$ cat src/rtl/instr_loader.sv
// instr_loader: boot-time program loader feeding the instruction memory
// write port. Takes a little-endian 16-bit word count followed by the
// payload bytes, assembles 32-bit words LSB first and writes one word per
// write cycle. The core is held in reset until a full image has landed.
//
// Optional feature macro: CHECKSUM_EN
//   defined   -> an 8-bit XOR of all payload bytes must match one trailing
//                byte (state CHECK) before the load is declared done.
//   undefined -> the last write goes straight to DONE.

module instr_loader #(
    parameter int ADDR_W         = 8,
    parameter int DEPTH          = 256,
    parameter int TIMEOUT_CYCLES = 1000000
) (
    input  logic              clk,
    input  logic              rst,
    input  logic              start_i,
    input  logic              byte_valid_i,
    input  logic [7:0]        byte_data_i,
    output logic              byte_ready_o,
    output logic              mem_enable_o,
    output logic [ADDR_W-1:0] mem_address_o,
    output logic [31:0]       mem_data_o,
    output logic              cpu_hold_o,
    output logic              load_done_o,
    output logic              load_error_o
);

    // Word index is one bit wider than the address so an image of exactly
    // DEPTH words can finish without the index wrapping to zero.
    localparam int IDX_W = ADDR_W + 1;

    // Idle counter only needs to reach TIMEOUT_CYCLES-1.
    localparam int TO_W = (TIMEOUT_CYCLES > 1) ? $clog2(TIMEOUT_CYCLES) : 1;
    localparam logic [TO_W-1:0] TO_LAST =
        TO_W'((TIMEOUT_CYCLES > 0) ? TIMEOUT_CYCLES - 1 : 0);

    typedef enum logic [2:0] {
        S_IDLE   = 3'd0,
        S_LEN_LO = 3'd1,
        S_LEN_HI = 3'd2,
        S_DATA   = 3'd3,
        S_WRITE  = 3'd4,
`ifdef CHECKSUM_EN
        S_CHECK  = 3'd5,
`endif
        S_DONE   = 3'd6,
        S_ERROR  = 3'd7
    } state_t;

    state_t             state_q, state_d;
    logic [7:0]         len_lo_q;
    logic [15:0]        len_q;
    logic [15:0]        len_d;
    logic [IDX_W-1:0]   word_idx_q;
    logic [1:0]         byte_cnt_q;
    logic [31:0]        word_q, word_d;
    logic [TO_W-1:0]    to_cnt_q;
    logic               byte_ready_q;
    logic               mem_enable_q;
    logic [ADDR_W-1:0]  mem_address_q;
    logic [31:0]        mem_data_q;
    logic               cpu_hold_q;
    logic               load_done_q;
    logic               load_error_q;
`ifdef CHECKSUM_EN
    logic [7:0]         xor_q;
    logic [7:0]         xor_d;
`endif

    logic accept;
    logic start_ok;
    logic len_bad;
    logic last_word;
    logic timeout_hit;

    // States in which a byte may be accepted (and the idle timer runs).
    function automatic logic is_loading(input state_t s);
        is_loading = (s == S_LEN_LO) || (s == S_LEN_HI) || (s == S_DATA)
`ifdef CHECKSUM_EN
                     || (s == S_CHECK)
`endif
                     ;
    endfunction

    assign accept    = byte_valid_i && byte_ready_q;
    assign start_ok  = start_i && ((state_q == S_IDLE) || (state_q == S_DONE) ||
                                   (state_q == S_ERROR));
    assign len_d     = {byte_data_i, len_lo_q};
    assign len_bad   = (len_d == 16'd0) || (32'(len_d) > 32'(DEPTH));
    assign last_word = ((32'(word_idx_q) + 32'd1) == 32'(len_q));
    // An accepted byte in the same cycle wins over the timeout.
    assign timeout_hit = (TIMEOUT_CYCLES != 0) && byte_ready_q && !accept &&
                         (to_cnt_q == TO_LAST);
`ifdef CHECKSUM_EN
    assign xor_d = xor_q ^ byte_data_i;
`endif

    // Insert the incoming byte into the word buffer at the current byte slot.
    always_comb begin
        // NOTE: every combinational output gets a default first so no path
        // leaves it unassigned, which would otherwise infer a latch.
        word_d = word_q;
        case (byte_cnt_q)
            2'd0:    word_d[7:0]   = byte_data_i;
            2'd1:    word_d[15:8]  = byte_data_i;
            2'd2:    word_d[23:16] = byte_data_i;
            default: word_d[31:24] = byte_data_i;
        endcase
    end

    // Next-state selection for the load sequencer.
    always_comb begin
        state_d = state_q;
        case (state_q)
            S_IDLE, S_DONE, S_ERROR: begin
                if (start_i) state_d = S_LEN_LO;
            end
            S_LEN_LO: begin
                if (accept)           state_d = S_LEN_HI;
                else if (timeout_hit) state_d = S_ERROR;
            end
            S_LEN_HI: begin
                if (accept)           state_d = len_bad ? S_ERROR : S_DATA;
                else if (timeout_hit) state_d = S_ERROR;
            end
            S_DATA: begin
                if (accept) begin
                    if (byte_cnt_q == 2'd3) state_d = S_WRITE;
                end else if (timeout_hit) begin
                    state_d = S_ERROR;
                end
            end
            S_WRITE: begin
`ifdef CHECKSUM_EN
                state_d = last_word ? S_CHECK : S_DATA;
`else
                state_d = last_word ? S_DONE : S_DATA;
`endif
            end
`ifdef CHECKSUM_EN
            S_CHECK: begin
                if (accept)           state_d = (byte_data_i == xor_q) ? S_DONE : S_ERROR;
                else if (timeout_hit) state_d = S_ERROR;
            end
`endif
            default: state_d = S_IDLE;
        endcase
    end

    // Sequencer state, datapath registers and registered outputs.
    always_ff @(posedge clk or posedge rst) begin
        if (rst) begin
            // NOTE: the word buffer is a handful of flops, not a RAM, so it
            // is reset along with everything else to give a known image.
            state_q       <= S_IDLE;
            len_lo_q      <= '0;
            len_q         <= '0;
            word_idx_q    <= '0;
            byte_cnt_q    <= '0;
            word_q        <= '0;
            to_cnt_q      <= '0;
            byte_ready_q  <= 1'b0;
            mem_enable_q  <= 1'b0;
            mem_address_q <= '0;
            mem_data_q    <= '0;
            cpu_hold_q    <= 1'b1;
            load_done_q   <= 1'b0;
            load_error_q  <= 1'b0;
`ifdef CHECKSUM_EN
            xor_q         <= '0;
`endif
        end else begin
            // NOTE: non-blocking assignments so every register samples the
            // pre-edge values, independent of statement order.
            state_q      <= state_d;
            byte_ready_q <= is_loading(state_d);
            mem_enable_q <= (state_d == S_WRITE);

            if (start_ok) begin
                word_idx_q   <= '0;
                byte_cnt_q   <= '0;
                load_done_q  <= 1'b0;
                load_error_q <= 1'b0;
                cpu_hold_q   <= 1'b1;
`ifdef CHECKSUM_EN
                xor_q        <= '0;
`endif
            end

            if (state_q == S_LEN_LO && accept) len_lo_q <= byte_data_i;
            if (state_q == S_LEN_HI && accept) len_q    <= len_d;

            if (state_q == S_DATA && accept) begin
                word_q     <= word_d;
                byte_cnt_q <= byte_cnt_q + 2'd1;
`ifdef CHECKSUM_EN
                xor_q      <= xor_d;
`endif
                if (byte_cnt_q == 2'd3) begin
                    mem_address_q <= word_idx_q[ADDR_W-1:0];
                    mem_data_q    <= word_d;
                end
            end

            if (state_q == S_WRITE) word_idx_q <= word_idx_q + IDX_W'(1);

            if (state_d == S_DONE && state_q != S_DONE) begin
                load_done_q <= 1'b1;
                cpu_hold_q  <= 1'b0;
            end
            if (state_d == S_ERROR && state_q != S_ERROR) begin
                load_error_q <= 1'b1;
                cpu_hold_q   <= 1'b1;
            end

            // Idle timer: cleared on accept, on state change and outside loading.
            if (TIMEOUT_CYCLES == 0 || accept || state_d != state_q || !byte_ready_q)
                to_cnt_q <= '0;
            else
                to_cnt_q <= to_cnt_q + TO_W'(1);
        end
    end

    assign byte_ready_o  = byte_ready_q;
    assign mem_enable_o  = mem_enable_q;
    assign mem_address_o = mem_address_q;
    assign mem_data_o    = mem_data_q;
    assign cpu_hold_o    = cpu_hold_q;
    assign load_done_o   = load_done_q;
    assign load_error_o  = load_error_q;

endmodule
$ cat config.mk
export PLATFORM = sky130hd
export DESIGN_NAME = instr_loader
export DESIGN_NICKNAME = d
export VERILOG_FILES = /design/src/rtl/instr_loader.sv
export SDC_FILE = /design/constraint.sdc
export NUM_CORES = 1
export LEC_CHECK = 0
export BUFFER_PORTS_ARGS = -buffer_cell sky130_fd_sc_hd__buf_2
export CAP_MARGIN = 0
export CORE_MARGIN = 4
export CORE_UTILIZATION = 55
export CTS_CLUSTER_DIAMETER = 30
export CTS_CLUSTER_SIZE = 12
export DETAILED_ROUTE_END_ITERATION = 16
export PLACE_DENSITY = 0.81
export SLEW_MARGIN = 20
export SYNTH_ARGS = -nofsm -noshare
export SYNTH_HDL_FRONTEND = slang
export SYNTH_SLANG_ARGS = --single-unit
$ cat constraint.sdc
create_clock -name clk -period 5.51 [get_ports clk]
set_clock_uncertainty 0.1 [all_clocks]
set_input_delay 0.8265 -clock clk [delete_from_list [all_inputs] [get_ports clk]]
set_output_delay 0.8265 -clock clk [all_outputs]
set_load 0.02 [all_outputs]
==> metrics <==
post-synthesis cell area 6050 um^2; TritonRoute pass-1 iters 5; port bufs 56; Setup WS post-layout slightly below 3000 ps; DP Cell Count 733; Synth area leaders dfrtp_1 52%, mux2_2 8.9%, nand2_1 6.5%; vias after detailed routing 4,403; DR vias/cell 5.76; Ports 57; CP required around 5800 ps; starting DRC count in detailed routing 457; Clock Pin Slew Worst Setup and Hold Paths roughly 60 ps; die area 12,700 um^2; Final Hold Vio Count 0; Fin Setup TNS 0 ps; top cells by count, synth 126 x dfrtp_1, 105 x nand2_1, 48 x mux2_2; RR Startpoint state_q[2]; min-delay src mem_data_o[18]; total leakage power 3.22 nW; Initial Util a little under three fifths; final setup violation count 0; Cells after Synth around 570; status complete, no violations; post-synth top area share 52.1%; worst-path fanout max between 60 and 70; Max IR drop VDD around 0.35 mV; CTS Buf Count 17; clk_lat worst skew about 530 ps; GRT overflow 0; Period minus WS final between 2000 and 3000 ps; crit path cell chain nand2b_1 -> nor2_1 -> nand2_2 -> buf_4 -> inv_1 -> nand2_1 -> nand2_1; YS warnings 0; # fillers around 830; Worst-Margin Slew approximately 940 ps; dpl hpwl between 8 and 9 mm; wire per inst 17.4 um; critical path's slowest cell dfrtp_1; R2R depth 7; Die W roughly 110 um; Most used DFF post-synth dfrtp_1; Area Growth Syn to Fin 14.6%; share of post-route cells with drive strength above 1 25.6%; clock buffer depth 2; WHS Path Cells 2; hold buffers post-CTS 0; H-tree depth 4; Worst Setup Start Kind flop; post-place setup slack 2810 ps; DRT Wirelength ~13 mm; Avg Inst Size Synth roughly 11 um^2; CTS tree built; worst min path class reg2reg; Power Density 518 nW/um^2; number of max-cap violations 0; Hold WS around 370 ps; post-CTS resize count 0; Largest stage delay, worst path around 620 ps; FF-to-FF setup slack between 2000 and 3000 ps; final antenna-violating net count 0; Synth area leader dfrtp_1; Design Area, Final slightly below 7000 um^2; Placer Congestion between 0.8 and 0.9; Post-Layout Cell Count 765; n_diodes 0; first-pass GRT wire length 22.5 mm; FFs w/ async S/R, synth 100%; Placeable Area around 11,000 um^2; row cnt 38; crit path launch state_q[2]; EDFF count, synth 0; part of the Yosys area used for sequential elements a little over half; worst reg2reg endpoint mem_address_o[1]; relative slew slack between 30% and 40%; cell repeated most along the worst path nand2_1; initial antenna violation count 0; Synth Register Bits roughly 130; Synth cell types 63; Chip Height 113 um; most frequent cell after synthesis dfrtp_1; f_max a little under 400 MHz; Setup Fix Bufs, Post-CTS 0; Clock Sinks 127; DRC Markers 0; period utilization 46.5%; Critical Path AT 2880 ps; Total GRT Usage about 22%; Final Core Density 64.3%; total power 3.60 mW; Final Max Slew Viols 0; RSZ-0062 raised after global routing false; largest net degree at the start of global routing 79; final net count 630; DP Area around 6400 um^2; vias in the first global route approximately 4,500; hold worst-path end mem_data_o[18]; root buffer cell clkbuf_8; CP endpoint kind flop; Syn Nets between 500 and 600; type of the worst setup path reg2reg
## cells by family (layout without fill, tap and decap cells)
group,after synthesis,after routing,share of synthesized area [%]
compound gates,74,74,7.92
xor+xnor,30,30,4.34
fa+ha+maj,6,6,1.24
buf+inv,48,104,3.53
flops,127,127,52.5
mux,72,72,12.9
simple gates,212,212,17.5
## power breakdown
group / total (mW) / internal [mW] / switching (mW)
clock: 1.02 / 0.601 / 0.416
combinational: 1.12 / 0.495 / 0.621
sequential: 1.46 / 1.22 / 0.243
total: 3.60 / 2.31 / 1.28
## sequential cells by signal, indices dropped and copies added (netlist names), 2 cells and up
name / cells
byte_cnt_q: 2
mem_address_o: 8
mem_data_o: 32
to_cnt_q: 20
state_q: 3
word_q: 24
len_lo_q: 8
word_idx_q: 9
len_q: 16
## how the worst max path moves through the flow
stage                             endpoint  slack [ps]  cells after the start
after floorplan              byte_cnt_q[0]        1200                      1
after global placement        byte_ready_o        2880                      7
after detailed placement      byte_ready_o        2810                      7
after CTS                         len_q[5]        3010                      3
after global routing      mem_address_o[6]        2700                      7
final                     mem_address_o[1]        2950                      7
## per-layer routing
layer  vias to the layer above  global-route usage (%)  wire length (um)
met4                         0                    8.97               298
met1                      2170                    28.9              5800
met5                         -                       0                 0
met2                       136                    36.1              6590
li1                       2072                       -                 -
met3                        25                    5.45               618
## cell type report
type / instances / area [um^2] / share of cell area, %
Timing Repair Buffer: 61 / 318 / 4.58
Clock buffer: 21 / 469 / 6.77
Inverter: 11 / 43.8 / 0.631
Clock inverter: 11 / 82.6 / 1.19
Sequential cell: 127 / 3180 / 45.8
Tap cell: 140 / 175 / 2.53
Multi-Input combinational cell: 394 / 2670 / 38.5
## cells in the final DEF (no fill, tap or decap), drive strengths merged, types with 2 or more instances in the layout
master	n
a21o	2
o22ai	2
o2111ai	2
clkinvlp	5
nand2	105
inv	12
and2	3
nand2b	3
xnor2	17
and4	2
nor4b	2
a31oi	2
or4	4
nor3	23
clkbuf	21
o41ai	2
clkinv	5
nor2	13
o21ai	43
nor4	9
o31ai	3
and3	8
nand4	11
nand3	15
dfrtp	126
or2	2
and2b	2
nor2b	5
xor2	13
a21oi	3
buf	61
mux2	48
mux2i	24
ha	6
a211oi	4
## critical path, delay by kind of cell, from the launching register on
family	cells	cell delay, ps
flip-flops	1	620
AND/OR/NAND/NOR	5	850
buffers and inverters	2	860
Note: power is estimated with default switching activity, not from simulation.
